==> src/rtl/gen_trafico_qos.sv <==
// Traffic generator: writes num_words words into the Main FIFO in RR / fixed / LFSR class modes.
// Latency: first word presented the cycle after start, then one word per (gap+1) cycles when unblocked.
// Backpressure: main_full (and main_almost_full when AF_STOP) drop Main_wr combinationally; stalls are counted.
module gen_trafico_qos #(
  parameter int          BW        = 6,
  parameter int          CLASS_W   = 2,
  parameter int          CNT_W     = 8,
  parameter logic [7:0]  LFSR_SEED = 8'hA5,
  parameter int          AF_STOP   = 1
) (
  input  logic                             i_clk,
  input  logic                             i_reset,
  input  logic                             i_start,
  input  logic [1:0]                       i_mode,
  input  logic [CLASS_W-1:0]               i_class_sel,
  input  logic [CNT_W-1:0]                 i_num_words,
  input  logic [3:0]                       i_gap,
  input  logic                             i_main_full,
  input  logic                             i_main_almost_full,
  output logic                             o_main_wr,
  output logic [BW-1:0]                    o_main_data_in,
  output logic                             o_busy,
  output logic                             o_done,
  output logic [(2**CLASS_W)*CNT_W-1:0]    o_sent_cnt,
  output logic [CNT_W-1:0]                 o_stall_cnt
);

  localparam int NCLASS = 2**CLASS_W;
  localparam bit AF_EN  = (AF_STOP != 0);

  typedef enum logic [1:0] {S_IDLE, S_SEND, S_GAP, S_DONE} state_t;

  state_t               r_state;
  state_t               w_state_nxt;
  logic [1:0]           r_mode;
  logic [CLASS_W-1:0]   r_class_sel;
  logic [CNT_W-1:0]     r_num_words;
  logic [3:0]           r_gap;
  logic [3:0]           r_gap_cnt;
  logic [CNT_W-1:0]     r_idx;
  logic [7:0]           r_lfsr;
  logic [BW-1:0]        r_data;
  logic [CNT_W-1:0]     r_sent [NCLASS];
  logic [CNT_W-1:0]     r_stall;

  logic                 w_wr;
  logic [CNT_W-1:0]     w_idx_nxt;
  logic [7:0]           w_lfsr_nxt;
  logic [CLASS_W-1:0]   w_cls;

  // Word builder: mode 2 takes LFSR bits, mode 1 a fixed class, anything else round-robin on idx.
  function automatic logic [BW-1:0] f_word(input logic [1:0]         m,
                                           input logic [CLASS_W-1:0] cs,
                                           input logic [CNT_W-1:0]   idx,
                                           input logic [7:0]         lf);
    logic [BW-1:0] w;
    case (m)
      2'd1:    w = {cs, idx[BW-CLASS_W-1:0]};
      2'd2:    w = lf[BW-1:0];
      default: w = {idx[CLASS_W-1:0], idx[BW-CLASS_W-1:0]};
    endcase
    return w;
  endfunction

  // Write strobe only depends on registered state and the two FIFO flags, so a flag drop stops writes at once.
  assign w_wr       = (r_state == S_SEND) & ~i_main_full & ~(AF_EN & i_main_almost_full);
  assign w_idx_nxt  = r_idx + CNT_W'(1);
  assign w_lfsr_nxt = {r_lfsr[6:0], r_lfsr[7] ^ r_lfsr[5] ^ r_lfsr[4] ^ r_lfsr[3]};
  assign w_cls      = r_data[BW-1 -: CLASS_W];

  // State register.
  always_ff @(posedge i_clk) begin
    if (i_reset) r_state <= S_IDLE;
    else         r_state <= w_state_nxt;
  end

  // Next-state logic.
  always_comb begin
    w_state_nxt = r_state;
    case (r_state)
      S_IDLE: begin
        if (i_start) w_state_nxt = (i_num_words != '0) ? S_SEND : S_DONE;
      end
      S_SEND: begin
        if (w_wr) begin
          if (w_idx_nxt == r_num_words) w_state_nxt = S_DONE;
          else if (r_gap != 4'd0)       w_state_nxt = S_GAP;
        end
      end
      S_GAP: begin
        if (r_gap_cnt <= 4'd1) w_state_nxt = S_SEND;
      end
      default: w_state_nxt = S_IDLE;
    endcase
  end

  // FSM outputs.
  always_comb begin
    o_main_wr = w_wr;
    o_busy    = (r_state == S_SEND) || (r_state == S_GAP);
    o_done    = (r_state == S_DONE);
  end

  // Datapath: latch run parameters on start, advance word/counters on each accepted write.
  always_ff @(posedge i_clk) begin
    if (i_reset) begin
      r_mode      <= 2'd0;
      r_class_sel <= '0;
      r_num_words <= '0;
      r_gap       <= 4'd0;
      r_gap_cnt   <= 4'd0;
      r_idx       <= '0;
      r_lfsr      <= LFSR_SEED;
      r_data      <= '0;
      r_stall     <= '0;
      for (int k = 0; k < NCLASS; k++) r_sent[k] <= '0;
    end else begin
      if (r_state == S_IDLE && i_start) begin
        r_mode      <= i_mode;
        r_class_sel <= i_class_sel;
        r_num_words <= i_num_words;
        r_gap       <= i_gap;
        r_idx       <= '0;
        r_lfsr      <= LFSR_SEED;
        r_data      <= f_word(i_mode, i_class_sel, '0, LFSR_SEED);
        r_stall     <= '0;
        for (int k = 0; k < NCLASS; k++) r_sent[k] <= '0;
      end
      if (w_wr) begin
        r_idx         <= w_idx_nxt;
        r_lfsr        <= w_lfsr_nxt;
        r_data        <= f_word(r_mode, r_class_sel, w_idx_nxt, w_lfsr_nxt);
        r_sent[w_cls] <= r_sent[w_cls] + CNT_W'(1);
        r_gap_cnt     <= r_gap;
      end else if (r_state == S_GAP) begin
        r_gap_cnt     <= r_gap_cnt - 4'd1;
      end
      if (r_state == S_SEND && !w_wr && r_stall != '1) r_stall <= r_stall + CNT_W'(1);
    end
  end

  // Flatten per-class counters onto the packed output bus.
  always_comb begin
    o_sent_cnt = '0;
    for (int k = 0; k < NCLASS; k++) o_sent_cnt[k*CNT_W +: CNT_W] = r_sent[k];
  end

  assign o_main_data_in = r_data;
  assign o_stall_cnt    = r_stall;

endmodule

==> config.mk <==
export PLATFORM = sky130hd
export DESIGN_NAME = gen_trafico_qos
export DESIGN_NICKNAME = d
export VERILOG_FILES = /design/src/rtl/gen_trafico_qos.sv
export SDC_FILE = /design/constraint.sdc
export NUM_CORES = 1
export LEC_CHECK = 0
export BUFFER_PORTS_ARGS = -buffer_cell sky130_fd_sc_hd__buf_2
export CAP_MARGIN = 15
export CELL_PAD_IN_SITES_DETAIL_PLACEMENT = 1
export CELL_PAD_IN_SITES_GLOBAL_PLACEMENT = 1
export CORE_ASPECT_RATIO = 0.7
export CORE_MARGIN = 10
export CORE_UTILIZATION = 40
export CTS_BUF_LIST = sky130_fd_sc_hd__clkbuf_4 sky130_fd_sc_hd__clkbuf_8
export CTS_CLUSTER_DIAMETER = 80
export DETAILED_ROUTE_END_ITERATION = 10
export GPL_TIMING_DRIVEN = 0
export MAX_ROUTING_LAYER = met4
export PLACE_DENSITY_LB_ADDON = 0.1
export SLEW_MARGIN = 10
export SYNTH_ARGS = -nofsm -noshare
export SYNTH_HDL_FRONTEND = slang
export SYNTH_SLANG_ARGS = --single-unit
==> constraint.sdc <==
create_clock -name i_clk -period 2.05 [get_ports i_clk]
set_input_delay 0.205 -clock i_clk [delete_from_list [all_inputs] [get_ports i_clk]]
set_output_delay 0.205 -clock i_clk [all_outputs]
set_load 0.03 [all_outputs]
==> metrics.txt <==
final wirelength 14.02 mm; CP arrival 2260 ps; Worst EP required between 2000 and 2500 ps; largest net degree at the start of global routing 15; Mapped Area ~4300 µm²; failing checks setup timing; Worst Tran Pin Value approximately 650 ps; IO Port Bufs just under 70; Setup crit end kind register; Hold Violations, Final 0; fin util slightly above 50%; Avg WL per Cell 20.40 µm; Synth Area in Simple Gates between 20% and 30%; I/O Pins 70; Starting DRT DRC Count 250; Worst Hold Path Cells 3; Die ar. between 15,000 and 20,000 µm²; vias per inst approximately 5.6; Setup WS pre-CTS -752.7 ps; final worst slack -87.59 ps; Die X around 140 µm; Hold Path Sink r_gap[1]; first-pass GRT wire length ~22 mm; Hold Slack around 62 ps; compound-gate portion of the synthesized area roughly 14%; RSZ-0062 raised after global routing true; crit path kind reg -> reg; Post-DP HPWL about 10 mm; clock skew 6.515 ps; Netlist cell types 57; CORE AREA approximately 10,000 µm²; slowest CP cell mux4_2; ys async rst share 0%; Post-synth EDFFs 32; register-to-register setup slack -90 ps; status complete, but fails checks; clock sinks between 80 and 90; Main synth FF type dfxtp_1; Yosys warning total 0; H-tree Lvls 3; TritonCTS Buffers 9; Synth Area in XOR/XNOR under 10%; Static Leak 0.002132 µW; die height approximately 110 µm; post-synthesis adder-cell area fraction between 4 and 5%; layout cell share with drive strength beyond 1 around 28%; # diodes 0; vias in the first global route around 3,900; clk slew on worst S/H paths roughly 90 ps; # rows 31; worst path cell trace buf_12 > mux4_2 > and2_4 > and3_4 > nand3_4 > xor2_4 > nor2_1; reg2reg path depth 7; DRC 0; VDD IR max 0.5132 mV; Max Cap Viol 0; initial antenna violation count 0; clk_lat worst skew about 370 ps; largest family of logic cells by synthesized area simple AND/OR/NAND/NOR gates; worst hold start i_gap[1]; first-pass iteration count of the detailed router 4; # nets final 585; Final Max Tran Viols 0; flops & latches, synth 86; setup_tns -367.0 ps; Worst R2R End r_sent[3][7]; Antenna Violating Nets Remaining 0; slew margin rel. a little under three fifths; Power Dens Cells around 1000 nW/µm²; CP Launch Type register; post-synthesis mux area share around 5.2%; Placer Congestion about 0.87; Gate Count Post-Synth 465; fin crit period 2138 ps; hold crit path type in -> reg; sequential cell area fraction in the yosys report between 40% and 50%; Syn Nets 500; Worst Path Max Fanout 8; CTS tree built; CTS max path bufs 2; Max Fclk about 470 MHz; initial core utilization between 40 and 50%; period utilisation layout 104.3%; root buf cell clkbuf_8; total track usage between 10% and 20%; via count 3,841; total grt overflow 0; worst stage delay on the critical path 620 ps; CTS Hold Bufs 0; Power, Total between 5000 and 6000 µW; area grow syn2layout 24.59%; Syn Area/Cell 9.280 µm²; # setup viols final 6
-- power by group --
part / switching, µW / internal [µW] / total [µW]
registers: 185 / 2020 / 2200
logic: 1180 / 612 / 1800
clock network: 629 / 803 / 1430
-- repair_timing --
| action | in CTS | in global routing |
|---|---|---|
| buffers inserted | 7 | 2 |
| resized for setup | 47 | 26 |
| pin swaps | 11 | 15 |
| endpoints found under the hold margin | 0 | 0 |
| setup endpoints to repair | 108 | 83 |
-- routing by layer --
| layer | GRT usage [%] | wire length (µm) | vias up |
|---|---|---|---|
| li1 | - | - | 1820 |
| met1 | 26.44 | 6912 | 1920 |
| met2 | 26.90 | 6280 | 88 |
| met3 | 4.012 | 668 | 13 |
| met4 | 4.604 | 156 | 0 |
| met5 | - | 0 | - |
-- synth_stat cells, types with 2 or more instances --
master,count,area (µm²)
and2_1,5,31.28
dfxtp_1,54,1081
nand4_1,4,25.02
a22oi_1,3,22.52
mux4_2,4,90.09
a31oi_1,6,37.54
ha_1,14,175.2
xor2_1,8,70.07
and3_1,5,31.28
nor2_1,64,240.2
buf_1,4,15.01
nor3_1,12,60.06
buf_2,4,20.02
or3_1,4,25.02
a211oi_1,8,60.06
xnor2_1,11,96.34
o21ai_1,2,10.01
o21ai_0,15,75.07
edfxtp_1,32,960.9
mux4_1,4,105.1
nand3_1,17,85.08
clkbuf_2,3,15.01
a221oi_1,3,26.28
o32ai_1,2,17.52
mux2i_1,3,30.03
a21oi_1,45,225.2
inv_1,15,56.30
nand3b_1,2,15.01
a311oi_1,3,26.28
o21a_1,3,22.52
clkbuf_1,15,56.30
nor4_1,4,25.02
nand2_1,62,232.7
or3b_2,2,17.52
-- worst max-delay path, delay by kind of cell, from the launching register on --
family / cells / cell delay, ps
flip-flops: 1 / 340
multiplexers: 1 / 620
AND/OR/NAND/NOR: 4 / 580
buffers and inverters: 1 / 140
XOR/XNOR: 1 / 220
-- sequential cells by signal (all words and copies together) (netlist names), named ones only --
name	cells
r_state	2
r_gap_cnt	4
r_sent	32
r_num_words	8
r_gap	4
r_mode	2
o_stall_cnt	8
r_idx	8
o_main_data_in	6
r_class_sel	2
r_lfsr	8
-- final cells by class --
| class | instances | area, µm² |
|---|---|---|
| Fill cell | 1217 | 5057 |
| Clock buffer | 9 | 123.9 |
| Sequential cell | 86 | 2053 |
| Tap cell | 132 | 165.2 |
| Buffer | 23 | 135.1 |
| Clock inverter | 7 | 112.6 |
| Timing Repair Buffer | 78 | 415.4 |
| Inverter | 16 | 65.06 |
| Multi-Input combinational cell | 336 | 2306 |
-- logic make-up after synthesis --
| kind of cell | count (synthesis) |
|---|---|
| AOI/OAI and AO/OA | 97 |
| buffers and inverters | 43 |
| adders and majority gates | 14 |
| DFF | 86 |
| xor gates and xnor gates | 22 |
| muxes | 11 |
| and+or+nand+nor | 192 |
-- metrics by stage --
step / area, µm² / cells
2_1_floorplan: 4315 / 465
3_3_place_gp: 4826 / 666
3_5_place_dp: 4826 / 666
4_1_cts: 5293 / 687
5_1_grt: 5376 / 687
6_report: 5376 / 687
-- worst max-delay path by stage --
stage / slack (ps) / from / depth (start not counted) / endpoint
2_1_floorplan: 70 / r_sent[3][0] / 6 / r_sent[0][7]
5_1_grt: -150 / register / 7 / r_sent[1][7]
3_3_place_gp: -720 / r_state[0] / 7 / r_sent[0][6]
3_5_place_dp: -750 / r_state[0] / 7 / r_sent[0][4]
6_report: -90 / register / 7 / r_sent[3][7]
4_1_cts: -50 / register / 7 / r_sent[0][7]
-- cells in the final DEF (no fill, tap or decap), drive strengths merged, types with 5 or more instances in the layout --
cell type  count
edfxtp        32
a21oi         45
a31oi          6
o21ai         17
buf           85
xor2           9
nor2          65
nand2         62
mux4           8
ha            14
nand3         18
clkinv         5
and3           6
and2           6
clkbuf        25
a211oi         8
dfxtp         54
nor3          12
xnor2         12
inv           15
Note: power is estimated with default switching activity, not from simulation.
